[config.mk]
export PLATFORM = sky130hd
export DESIGN_NAME = lcd_frame_scheduler
export DESIGN_NICKNAME = d
export VERILOG_FILES = /design/src/rtl/lcd_pkg.sv /design/src/rtl/lcd_window_cmd_rom.sv /design/src/rtl/lcd_frame_scheduler.sv
export SDC_FILE = /design/constraint.sdc
export NUM_CORES = 1
export LEC_CHECK = 0
export BUFFER_PORTS_ARGS = -buffer_cell sky130_fd_sc_hd__buf_2
export CORE_MARGIN = 1
export CORE_UTILIZATION = 55
export CTS_CLUSTER_SIZE = 25
export DETAILED_ROUTE_END_ITERATION = 16
export MAX_ROUTING_LAYER = met4
export PLACE_DENSITY = 0.8
export SETUP_SLACK_MARGIN = 0.4
export SYNTH_ARGS = -nofsm -noshare
export SYNTH_HDL_FRONTEND = slang
export SYNTH_SLANG_ARGS = --single-unit
[constraint.sdc]
create_clock -name clk_50MHz -period 5.8 [get_ports clk_50MHz]
set_input_delay 0.58 -clock clk_50MHz [delete_from_list [all_inputs] [get_ports clk_50MHz]]
set_output_delay 0.58 -clock clk_50MHz [all_outputs]
set_load 0.005 [all_outputs]
[src/rtl/lcd_pkg.sv]
// Shared LCD controller definitions: command opcodes, word layout, frame scheduler states.
package lcd_pkg;

    localparam logic [7:0] LCD_CMD_CASET = 8'h2A;
    localparam logic [7:0] LCD_CMD_RASET = 8'h2B;
    localparam logic [7:0] LCD_CMD_RAMWR = 8'h2C;

    localparam int unsigned DC_BIT    = 8;
    localparam int unsigned WORD_W    = 9;
    localparam int unsigned COORD_W   = 9;
    localparam int unsigned CMD_IDX_W = 4;

    localparam logic [CMD_IDX_W-1:0] CMD_LAST = 4'd10;

    localparam logic [2:0] ST_WAIT_INIT = 3'd0;
    localparam logic [2:0] ST_IDLE      = 3'd1;
    localparam logic [2:0] ST_CMD       = 3'd2;
    localparam logic [2:0] ST_PIX_ADDR  = 3'd3;
    localparam logic [2:0] ST_PIX_WAIT  = 3'd4;
    localparam logic [2:0] ST_PIX_SEND  = 3'd5;
    localparam logic [2:0] ST_GAP       = 3'd6;

    typedef enum logic [2:0] {
        S_WAIT_INIT = ST_WAIT_INIT,
        S_IDLE      = ST_IDLE,
        S_CMD       = ST_CMD,
        S_PIX_ADDR  = ST_PIX_ADDR,
        S_PIX_WAIT  = ST_PIX_WAIT,
        S_PIX_SEND  = ST_PIX_SEND,
        S_GAP       = ST_GAP
    } state_t;

    // Build a serializer word: dc flag on DC_BIT, payload byte below it.
    function automatic logic [WORD_W-1:0] lcd_word(input logic dc, input logic [7:0] b);
        logic [WORD_W-1:0] w;
        w         = {1'b0, b};
        w[DC_BIT] = dc;
        return w;
    endfunction

endpackage

[src/rtl/lcd_window_cmd_rom.sv]
// Full-screen window setup sequence (CASET, RASET, RAMWR) indexed by cmd_idx.
module lcd_window_cmd_rom
    import lcd_pkg::*;
#(
    parameter int unsigned H_RES = 320,
    parameter int unsigned V_RES = 240
) (
    input  logic [CMD_IDX_W-1:0] cmd_idx,
    output logic [WORD_W-1:0]    cmd_word
);

    localparam logic [15:0] H_LAST = 16'(H_RES - 1);
    localparam logic [15:0] V_LAST = 16'(V_RES - 1);

    always_comb begin
        cmd_word = '0;
        case (cmd_idx)
            4'd0:       cmd_word = lcd_word(1'b0, LCD_CMD_CASET);
            4'd1, 4'd2: cmd_word = lcd_word(1'b1, 8'h00);
            4'd3:       cmd_word = lcd_word(1'b1, H_LAST[15:8]);
            4'd4:       cmd_word = lcd_word(1'b1, H_LAST[7:0]);
            4'd5:       cmd_word = lcd_word(1'b0, LCD_CMD_RASET);
            4'd6, 4'd7: cmd_word = lcd_word(1'b1, 8'h00);
            4'd8:       cmd_word = lcd_word(1'b1, V_LAST[15:8]);
            4'd9:       cmd_word = lcd_word(1'b1, V_LAST[7:0]);
            4'd10:      cmd_word = lcd_word(1'b0, LCD_CMD_RAMWR);
            default:    cmd_word = '0;
        endcase
    end

endmodule

[src/rtl/lcd_frame_scheduler.sv]
// Owns the lcd_write serializer: passes the init stream through, then repeatedly
// sets the full-screen window and streams H_RES x V_RES pixels from a pixel source.
module lcd_frame_scheduler
    import lcd_pkg::*;
#(
    parameter int unsigned H_RES     = 320,
    parameter int unsigned V_RES     = 240,
    parameter int unsigned PIX_LAT   = 1,
    parameter int unsigned FRAME_GAP = 0
) (
    input  logic               clk_50MHz,
    input  logic               rst_n,
    input  logic [WORD_W-1:0]  init_data,
    input  logic               init_en,
    input  logic               init_done,
    input  logic               wr_done,
    output logic [WORD_W-1:0]  lcd_data,
    output logic               lcd_en,
    input  logic               run,
    output logic [COORD_W-1:0] pix_x,
    output logic [COORD_W-1:0] pix_y,
    input  logic [7:0]         pix_data,
    output logic               frame_start,
    output logic               frame_done,
    output logic               busy
);

    localparam logic [COORD_W-1:0] X_LAST  = COORD_W'(H_RES - 1);
    localparam logic [COORD_W-1:0] Y_LAST  = COORD_W'(V_RES - 1);
    localparam int unsigned        CNT_MAX = (FRAME_GAP > PIX_LAT) ? FRAME_GAP : PIX_LAT;
    localparam int unsigned        CNT_W   = (CNT_MAX > 1) ? $clog2(CNT_MAX) : 1;
    localparam logic [CNT_W-1:0]   WAIT_LAST = CNT_W'((PIX_LAT > 0) ? PIX_LAT - 1 : 0);
    localparam logic [CNT_W-1:0]   GAP_LAST  = CNT_W'((FRAME_GAP > 0) ? FRAME_GAP - 1 : 0);

    state_t                 state, state_nxt;
    logic [CMD_IDX_W-1:0]   cmd_idx, cmd_idx_nxt, rom_idx;
    logic [COORD_W-1:0]     x_nxt, y_nxt;
    logic [CNT_W-1:0]       cnt, cnt_nxt;
    logic [WORD_W-1:0]      word, word_nxt, rom_word;
    logic                   fs_nxt, fd_nxt, start_frame;

    // Outside CMD the only word ever needed from the ROM is the first one.
    assign rom_idx = (state == S_CMD) ? cmd_idx + CMD_IDX_W'(1) : '0;

    lcd_window_cmd_rom #(
        .H_RES (H_RES),
        .V_RES (V_RES)
    ) u_cmd_rom (
        .cmd_idx  (rom_idx),
        .cmd_word (rom_word)
    );

    always_ff @(posedge clk_50MHz) begin
        if (!rst_n) begin
            state       <= S_WAIT_INIT;
            cmd_idx     <= '0;
            pix_x       <= '0;
            pix_y       <= '0;
            cnt         <= '0;
            word        <= '0;
            frame_start <= 1'b0;
            frame_done  <= 1'b0;
        end else begin
            state       <= state_nxt;
            cmd_idx     <= cmd_idx_nxt;
            pix_x       <= x_nxt;
            pix_y       <= y_nxt;
            cnt         <= cnt_nxt;
            word        <= word_nxt;
            frame_start <= fs_nxt;
            frame_done  <= fd_nxt;
        end
    end

    always_comb begin
        state_nxt   = state;
        cmd_idx_nxt = cmd_idx;
        x_nxt       = pix_x;
        y_nxt       = pix_y;
        cnt_nxt     = cnt;
        word_nxt    = word;
        fs_nxt      = 1'b0;
        fd_nxt      = 1'b0;
        start_frame = 1'b0;
        case (state)
            S_WAIT_INIT: if (init_done) state_nxt = S_IDLE;
            S_IDLE:      if (run) start_frame = 1'b1;
            S_CMD: begin
                if (wr_done) begin
                    if (cmd_idx == CMD_LAST) begin
                        state_nxt   = S_PIX_ADDR;
                        cmd_idx_nxt = '0;
                        x_nxt       = '0;
                        y_nxt       = '0;
                    end else begin
                        cmd_idx_nxt = cmd_idx + CMD_IDX_W'(1);
                        word_nxt    = rom_word;
                    end
                end
            end
            S_PIX_ADDR: begin
                if (PIX_LAT == 0) begin
                    state_nxt = S_PIX_SEND;
                    word_nxt  = lcd_word(1'b1, pix_data);
                end else begin
                    state_nxt = S_PIX_WAIT;
                    cnt_nxt   = '0;
                end
            end
            S_PIX_WAIT: begin
                if (cnt == WAIT_LAST) begin
                    state_nxt = S_PIX_SEND;
                    word_nxt  = lcd_word(1'b1, pix_data);
                    cnt_nxt   = '0;
                end else begin
                    cnt_nxt = cnt + CNT_W'(1);
                end
            end
            S_PIX_SEND: begin
                if (wr_done) begin
                    // Last-pixel test uses the coordinate before it advances.
                    if (pix_x == X_LAST && pix_y == Y_LAST) begin
                        fd_nxt = 1'b1;
                        x_nxt  = '0;
                        y_nxt  = '0;
                        if (FRAME_GAP > 0) begin
                            state_nxt = S_GAP;
                            cnt_nxt   = '0;
                        end else if (run) begin
                            start_frame = 1'b1;
                        end else begin
                            state_nxt = S_IDLE;
                        end
                    end else begin
                        state_nxt = S_PIX_ADDR;
                        if (pix_x == X_LAST) begin
                            x_nxt = '0;
                            y_nxt = pix_y + COORD_W'(1);
                        end else begin
                            x_nxt = pix_x + COORD_W'(1);
                        end
                    end
                end
            end
            S_GAP: begin
                if (cnt == GAP_LAST) begin
                    cnt_nxt = '0;
                    if (run) start_frame = 1'b1;
                    else     state_nxt   = S_IDLE;
                end else begin
                    cnt_nxt = cnt + CNT_W'(1);
                end
            end
            default: state_nxt = S_WAIT_INIT;
        endcase
        // Every frame begins with window word 0 already loaded.
        if (start_frame) begin
            state_nxt   = S_CMD;
            cmd_idx_nxt = '0;
            word_nxt    = rom_word;
            fs_nxt      = 1'b1;
        end
    end

    always_comb begin
        lcd_data = word;
        lcd_en   = (state == S_CMD) || (state == S_PIX_SEND);
        if (state == S_WAIT_INIT) begin
            lcd_data = init_data;
            lcd_en   = init_en;
        end
    end

    assign busy = (state != S_WAIT_INIT) && (state != S_IDLE);

endmodule

Word level (Yosys, flattened, before mapping)
Memories as Yosys holds them, arrays and structs flattened.
Cells that the tools add are included.
W data, S select, Z words.
- bits of input ports: 23
- bits in read-only memories: 144
- register bits: 37
- logic and storage cells: 96
- memories: 1
- output and inout bits: 31
- memory list (name ; words ; bits a word ; read ports ; clocked after memory_dff ; wr ports ; RTL line ; source):
    (no name shown) ; 16 ; 9 ; 1 ; 0 ; 0 ; lcd_window_cmd_rom.sv:17 ; case (cmd_idx)
- multiplexer cells: 38
- eq/ne operators: 25
- bitwise operators: 2
- add/subtract/negate cells: 4
- reduce and logical (&&, ||, !) cells: 17
- operators by type and width (cell ; count):
    $mux W9 ; 13
    $pmux W9 S2 ; 3
    $mux W3 ; 8
    $ne A3 B3 Y1 const B ; 7
    $pmux W3 S7 ; 1
    $add A9 B1 Y9 const B ; 2
    $reduce_and A7 Y1 ; 2
    $ne A2 B2 Y1 const B ; 6
    $eq A3 B3 Y1 const B ; 3
    $eq A9 B8 Y1 const B ; 1
    $eq A9 B9 Y1 const B ; 1
    $mux W1 ; 8
    $mux W4 ; 2
    $reduce_and A4 Y1 ; 2
    $eq A3 B2 Y1 const B ; 2
    $reduce_bool A3 Y1 ; 2
    $reduce_and A5 Y1 ; 1
    $add A4 B1 Y4 const B ; 1
    $eq A4 B4 Y1 const B ; 1
    $reduce_bool A2 Y1 ; 2
    $reduce_or A2 Y1 ; 2
    $eq A3 B1 Y1 const B ; 1
    $logic_not A3 Y1 ; 1
    $ne A3 B1 Y1 const B ; 1
    11 further kinds ; 13

Longest topological paths before layout
Gate-level depths: netlist (run 1).
- word-level depth: 7
- gate-level depth with buffers: 11
- depth with buffers taken out: 9

By module
Synthesis (run 1) repeated with hierarchy kept, for this count alone.
- cells, all modules: 289
- area total of the unflattened synthesis: 2348.5 um^2
- by module, submodules not included (module ; instances ; seq. area each (um^2) ; area an instance (um^2) ; cells an instance):
    lcd_frame_scheduler ; 1 ; 720.7 ; 2160.8 ; 265
    lcd_window_cmd_rom ; 1 ; 0.0 ; 187.7 ; 24

Least setup slack after synthesis (run 1)
OpenSTA, ideal clock, no wires.
- kind: reg-to-reg
- start: register state[0]
- end: register word[3]
- cell stages (with the launch flop): 9
- library setup time: 0.134 ns
- required time: 5.666 ns
- path buffers: 2
- arrival time: 2.063 ns
- clock period less this slack: 2.197 ns
- path slack: 3.603 ns
- cells stage by stage: dfxtp_1 -> buf_2 -> nor3b_4 -> buf_2 -> nand2b_1 -> ha_1 -> a311o_1 -> a31oi_1 -> o221ai_1
- cells in the longest elaborated chain, start to end: 7
- elaborated cells between the ends (all ways): 17
- classes of those cells: 8 x eq/ne; 6 x mux; 2 x reduce/logical; 1 x memory
- RTL lines (item ; RTL line ; source):
    start: declaration ; lcd_frame_scheduler.sv:35 ; state_t state, state_nxt;
    start signal: assignment ; lcd_frame_scheduler.sv:64 ; state <= state_nxt;
    $eq A3 B2 Y1 ; lcd_frame_scheduler.sv:43, lcd_frame_scheduler.sv:85 ;
    $mux W4 ; lcd_frame_scheduler.sv:43 ; assign rom_idx = (state == S_CMD) ? cmd_idx + CMD_IDX_W'(1) : '0;
    $mem_v2 Z16 W9 ; n/a ;
    $mux W9 ; lcd_frame_scheduler.sv:90 ; if (cmd_idx == CMD_LAST) begin
    $mux W9 ; lcd_frame_scheduler.sv:89 ; if (wr_done) begin
    $pmux W9 S2 ; lcd_frame_scheduler.sv:85 ; case (state)
    $mux W9 ; lcd_frame_scheduler.sv:157 ; if (start_frame) begin
    end signal: assignment ; lcd_frame_scheduler.sv:69 ; word <= word_nxt;
    end: declaration ; lcd_frame_scheduler.sv:39 ; logic [WORD_W-1:0] word, word_nxt, rom_word;
Parallel ways exist; a longest one is shown, timed or not. The select of a mux whose other input is x is not followed.
A chain may end at the register's enable or synchronous reset.

Worst setup path after layout (run 1)
- start: register state[1]
- end: register word[3]
Same word-level chain as after synthesis.

==> impl_results.md, run 1 <==
- Outcome: finished clean
- Clk sink count: 36
- Final Hold Vio Count: 0
- Final min period: roughly 2700 ps
- Core box area: 4380 µm²
- Htree depth: 2
- Pin count of the biggest net entering global routing: 23
- Hold crit path type: register to register
- Synth top cells by count: 36 x dfxtp_1, 33 x nor2_1, 31 x nand2_1, 18 x a21oi_1, 14 x nand3_1
- Die area: between 4000 and 5000 µm²
- GRT Total Usage: between 20% and 30%
- 1st-iter DRT viols: 152
- I/O pin count: 54
- Worst Path Arrival: 2850 ps
- # diodes: 0
- Mapped Avg Cell Area: approximately 8.0 µm²
- Vias per std cell: 6.02
- Post-synth EDFFs: 0
- Synth top area share: 28.4%
- Height of the die: 69.9 µm
- Worst vdd ir: about 120 µV
- Share of cells above drive strength 1: between 20% and 30%
- Yosys Warn Count: 0
- Die width: between 60 and 70 µm
- Slew margin rel.: 46.8%
- Finished Core Util: 64.9%
- Leakage: 1.21 nW
- Crit start category: register
- Endpoints failing setup: 0
- Cells after synthesis: 316
- Total CTS buffers: 5
- Number of remaining DRC errors: 0
- Post-Syn Nets: 348
- DR vias: around 2500
- I/O Buffers: 53
- Drt first pass iters: 4
- Asr flop ratio synth: 0%
- Count leader, synth: dfxtp_1
- Routed Wire Length: 6060 µm
- Layout Nets: a little under 400
- CTS tree: built
- Sequential area share after synthesis: between 20% and 30%
- Fillers: roughly 400
- Least-Margin Pin Slew: between 700 and 800 ps
- Post-CTS Setup Repair Bufs: 0
- Layout area overhead: 12.1%
- Max Fclk: approximately 0.37 GHz
- Setup TNS: 0 ps
- Vias in the first global route: between 2000 and 2500
- Total global routing overflow: 0
- Reg clk slew, reported paths: around 70 ps
- Longest Clk Path Bufs: 2
- Setup Skew: 5.60 ps
- Slowest cell delay on critical path: 600 ps
- Distinct cell type count after synthesis: 63
- Number of placement rows: 24
- Critical-path top delay cell: nor3b_4
- DR WL/cell: between 10 and 15 µm
- Fin crit share: approximately 46%
- Count of hold buffers inserted by post-cts repair: 0
- Largest cells by area after synthesis: dfxtp_1 28%, nor2_1 4.9%, nand2_1 4.6%
- Post-DP HPWL: between 4000 and 5000 µm
- RSZ-0062 raised after global routing: no
- Slew Viols, Final: 0
- Synthesized area: about 2500 µm²
- Antenna viol nets, final: 0
- MaxCap Viol Count: 0
- Commonest register cell after synthesis: dfxtp_1
- Antenna violations before repair: 0
- First-pass GRT wire length: 10100 µm
- CP Class: register to register
- Crit path cell chain: nor3b_4 -> nand2b_1 -> ha_1 -> a311o_1 -> a31oi_1 -> o221ai_1
- Clock Latency Late Sink: 290 ps
- Cell Pwr Density: between 200 and 250 nW/µm²
- CP endpoint kind: register
- Clock root buffer: clkbuf_8
- Crit-path max FO: 13
- WP data required: 5960 ps
- Starting Density: just under 60%
- Seq cells post-synth: 36
- CTS resizes: 0
- Yosys top cell by area: dfxtp_1
- GPL Wtd Cong: ~0.88
-- state kept, by name, summed over array words and instances (netlist names) --
name,count
cmd_idx,4
frame_done,1
frame_start,1
pix_x,9
pix_y,9
state,3
word,9
-- metal layers --
metal  up-vias  GRT usage (%)  share of wire, %
met1      1162           31.6                44
li1       1236              -                 -
met5         -              -                 0
met4         0           9.11               1.4
met3         8           4.33               3.6
met2        61           43.7                51
-- cell type report --
| cell class | instances | area, µm² | share of cell area [%] |
|---|---|---|---|
| inverter | 11 | 41.3 | 1.45 |
| clock buffer | 6 | 72.6 | 2.55 |
| clock inverter | 1 | 5.00 | 0.176 |
| tap | 52 | 65.1 | 2.29 |
| multi-input combinational | 251 | 1680 | 58.9 |
| sequential | 36 | 721 | 25.3 |
| timing repair buffer | 53 | 265 | 9.32 |
-- power breakdown --
part / switching, mW / internal, mW
clock network: 0.0885 / 0.0816
registers: 0.0150 / 0.258
logic: 0.0705 / 0.0651
-- layout by cell type (no fill, tap or decap), types with 5 or more instances in the layout --
cell type / n
ha_1: 9
mux2i_1: 5
o21ai_0: 12
clkbuf_8: 5
nor3_1: 9
inv_1: 11
xor2_1: 8
a21oi_1: 18
dfxtp_1: 36
buf_2: 53
and3_1: 6
o211ai_1: 5
nand3b_1: 5
nor2_1: 33
nand3_1: 14
nand2_1: 31
nand4_1: 11
mux2_2: 9
-- worst max-delay path, delay by kind of cell (launching register included) --
kind | cells | cell delay, ps
AOI/OAI and AO/OA | 3 | 790
DFF | 1 | 550
adders and majority gates | 1 | 380
and+or+nand+nor | 2 | 850
-- logic make-up after synthesis --
| family | synth area share (%) |
|---|---|
| simple gates | 31.7 |
| mux | 5.96 |
| compound gates | 19.7 |
| fa+ha+maj | 4.44 |
| buf+inv | 5.62 |
| flops | 28.4 |
| xor+xnor | 4.14 |
-- worst paths after layout --
path / startpoint / endpoint / slack [ps] / cells past startpoint
setup / recovery: state[1] / word[3] / 3110 / 6
hold / removal: word[6] / word[6] / 460 / 2
setup reg to reg: state[1] / word[3] / 3110 / 6
hold reg to reg: word[6] / word[6] / 460 / 2
-- per-stage QoR --
step | hold WS (ps) | setup slack (ps) | power, mW | std cells | cell area (µm²)
2_1_floorplan | 432 | 3600 | 0.373 | 316 | 2540
4_1_cts | 463 | 3090 | 0.579 | 410 | 2850
5_1_grt | 494 | 2880 | 0.607 | 410 | 2850
3_5_place_dp | 451 | 3110 | 0.412 | 403 | 2770
3_3_place_gp | 445 | 3190 | 0.409 | 403 | 2770
6_report | 463 | 3110 | 0.579 | 410 | 2850
(Power assumes the default switching activity.)
==> run 2: changes to the inputs <==
--- a/config.mk
+++ b/config.mk
@@ -5,13 +5,14 @@
 export SDC_FILE = /design/constraint.sdc
 export NUM_CORES = 1
 export LEC_CHECK = 0
+export ABC_AREA = 1
 export BUFFER_PORTS_ARGS = -buffer_cell sky130_fd_sc_hd__buf_2
 export CORE_MARGIN = 1
-export CORE_UTILIZATION = 55
+export CORE_UTILIZATION = 53
 export CTS_CLUSTER_SIZE = 25
 export DETAILED_ROUTE_END_ITERATION = 16
 export MAX_ROUTING_LAYER = met4
-export PLACE_DENSITY = 0.8
+export PLACE_DENSITY = 0.79
 export SETUP_SLACK_MARGIN = 0.4
 export SYNTH_ARGS = -nofsm -noshare
 export SYNTH_HDL_FRONTEND = slang
==> constraint.sdc (replaced) <==
create_clock -name clk_50MHz -period 2.6 [get_ports clk_50MHz]
set_input_delay 0.26 -clock clk_50MHz [delete_from_list [all_inputs] [get_ports clk_50MHz]]
set_output_delay 0.26 -clock clk_50MHz [all_outputs]
set_load 0.005 [all_outputs]
==> impl_results.md, run 2 <==
- Final min period: ~2100 ps
- Placed Cells: about 440
- Post-DP HPWL: ~3800 µm
- Slew Viols, Final: 0
- DR WL/cell: around 11 µm
- Post-Syn Nets: 370
- Starting Density: 55.0%
- Yosys Warn Count: 0
- Vias per std cell: around 5.1
- Finished Core Util: 64.9%
- MaxCap Viol Count: 0
- Routed Wire Length: roughly 5000 µm
- Cell Pwr Density: just under 600 nW/µm²
- Vias in the first global route: roughly 1800
- CTS tree: built
- 1st-iter DRT viols: 150
- Synth top cells by count: 75 x nand2_1, 71 x nor2_1, 38 x inv_1, 36 x dfxtp_1, 21 x a21oi_1
- Leading cell types in the layout, fill and taps excluded: 74 x nand2_1, 71 x nor2_1, 53 x buf_2
- Longest Clk Path Bufs: 2
- WP depth: 11
- Htree depth: 2
- I/O Buffers: 53
- Leakage: 1.29 nW
- GRT Total Usage: between 20% and 30%
- Layout Nets: between 400 and 500
- Commonest non-fill, non-tap cell in the layout: nand2_1
- Number of remaining DRC errors: 0
- Count of hold buffers inserted by post-cts repair: 0
- Max Fclk: ~0.48 GHz
- Clock Latency Late Sink: 290 ps
- Die width: around 66 µm
- Endpoints failing setup: 0
- Number of placement rows: 23
- Setup Skew: ~10 ps
- RSZ-0062 raised after global routing: yes
- Total CTS buffers: 5
- Non-filler cells, final: approximately 440
- Hold crit path type: input pin to register
- Share of cells above drive strength 1: between 20% and 30%
- Core box area: ~4000 µm²
- Crit-path max FO: 8
- Clock root buffer: clkbuf_8
- WP data required: 2790 ps
- Post-CTS Setup Repair Bufs: 0
- Asr flop ratio synth: 0%
- Final worst slack: roughly 500 ps
- Sequential area share after synthesis: 32.7%
- Antenna viol nets, final: 0
- Seq cells post-synth: 36
- Height of the die: between 60 and 70 µm
- # diodes: 0
- Largest cells by area after synthesis: dfxtp_1 33%, nand2_1 13%, nor2_1 12%
- Outcome: finished clean
- Slowest cell delay on critical path: 390 ps
- Layout area overhead: 18.0%
- Path depth of the worst reg2reg path: 11
- Post-synth EDFFs: 0
- Pin count of the biggest net entering global routing: 19
- DR vias: 2266
- Antenna violations before repair: 0
- Slew margin rel.: 48.9%
- Distinct cell type count after synthesis: 37
- Mapped Avg Cell Area: between 6 and 7 µm²
- Critical-path top delay cell: dfxtp_1
- Cells after synthesis: roughly 340
- CP endpoint kind: register
- Total global routing overflow: 0
- Least-Margin Pin Slew: approximately 760 ps
- GPL Wtd Cong: slightly below 0.9
- Die area: between 4000 and 5000 µm²
- Hold Slack: roughly 290 ps
- Yosys top cell by area: dfxtp_1
- Reg clk slew, reported paths: around 70 ps
- Worst vdd ir: 351 µV
- Fin crit share: 80.6%
- Drt first pass iters: 5
- Worst Path Arrival: roughly 2300 ps
- Crit start category: register
- First-pass GRT wire length: 7840 µm
- Critical path buffers and inverters: 2
- CP Class: register to register
- Fillers: 381
- Setup WS pre-CTS: about 550 ps
- Delay-heaviest family, CP: simple AND/OR/NAND/NOR gates
- Clk sink count: 36
- Largest regs: pix_x x9, pix_y x9, word x9
- I/O pin count: 54
- Synth top area share: 32.7%
- CTS resizes: 0
- Hold path depth: 3
- Final Hold Vio Count: 0
- Setup TNS: 0 ps
- Count leader, synth: nand2_1
- Synthesized area: between 2000 and 2500 µm²
- Commonest register cell after synthesis: dfxtp_1
- Crit path cell chain: inv_2 -> nand3_2 -> nor2_1 -> inv_1 -> ha_1 -> nand4_1 -> nand2_1 -> nand2_1 -> nand2_1 -> nor2_1 -> nor2_1
[run 2: final timing paths]
path	from	to	slack [ps]
hold / removal	run	frame_start	290
setup reg to reg	state[0]	word[3]	500
setup / recovery	state[0]	word[3]	500
hold reg to reg	pix_x[5]	pix_x[5]	500
[run 2: cells by family (layout without fill, tap and decap cells)]
kind of cell / after synthesis / count (layout) / synth area share (%)
AOI/OAI and AO/OA: 45 / 45 / 12.2
and+or+nand+nor: 195 / 195 / 38.8
adders and majority gates: 9 / 9 / 5.12
buffers and inverters: 46 / 102 / 8.30
DFF: 36 / 36 / 32.7
xor gates and xnor gates: 7 / 7 / 2.79
[run 2: area by class of cell]
class | count | area (µm²) | share of cell area (%)
multi-input combinational | 256 | 1300 | 50.1
sequential | 36 | 721 | 27.8
timing repair buffer | 53 | 265 | 10.2
clock buffer | 7 | 86.3 | 3.33
inverter | 41 | 154 | 5.93
clock inverter | 1 | 7.51 | 0.289
tap | 50 | 62.6 | 2.41
[run 2: routing by layer]
| metal | up-vias | GRT usage (%) | routed length, µm |
|---|---|---|---|
| li1 | 1188 | - | - |
| met1 | 1014 | 27.7 | 2310 |
| met2 | 54 | 41.1 | 2430 |
| met3 | 10 | 3.62 | 170 |
| met4 | 0 | 10.6 | 96 |
| met5 | - | - | 0 |
[run 2: worst min-delay path, delay by kind of cell]
family | cells | cell delay (ps)
AND/OR/NAND/NOR | 2 | 150
buffers and inverters | 1 | 120
[run 2: metrics by stage]
stage | area (µm²) | power (mW)
floorplan | 2200 | 0.973
global placement | 2500 | 1.12
detailed placement | 2500 | 1.13
CTS | 2590 | 1.55
global route | 2600 | 1.65
finish | 2600 | 1.54
[run 2: power by group]
part / total, mW / switching [mW] / internal (mW)
sequential: 0.628 / 0.0297 / 0.599
combinational: 0.489 / 0.298 / 0.191
clock: 0.421 / 0.205 / 0.215
total: 1.54 / 0.533 / 1.00
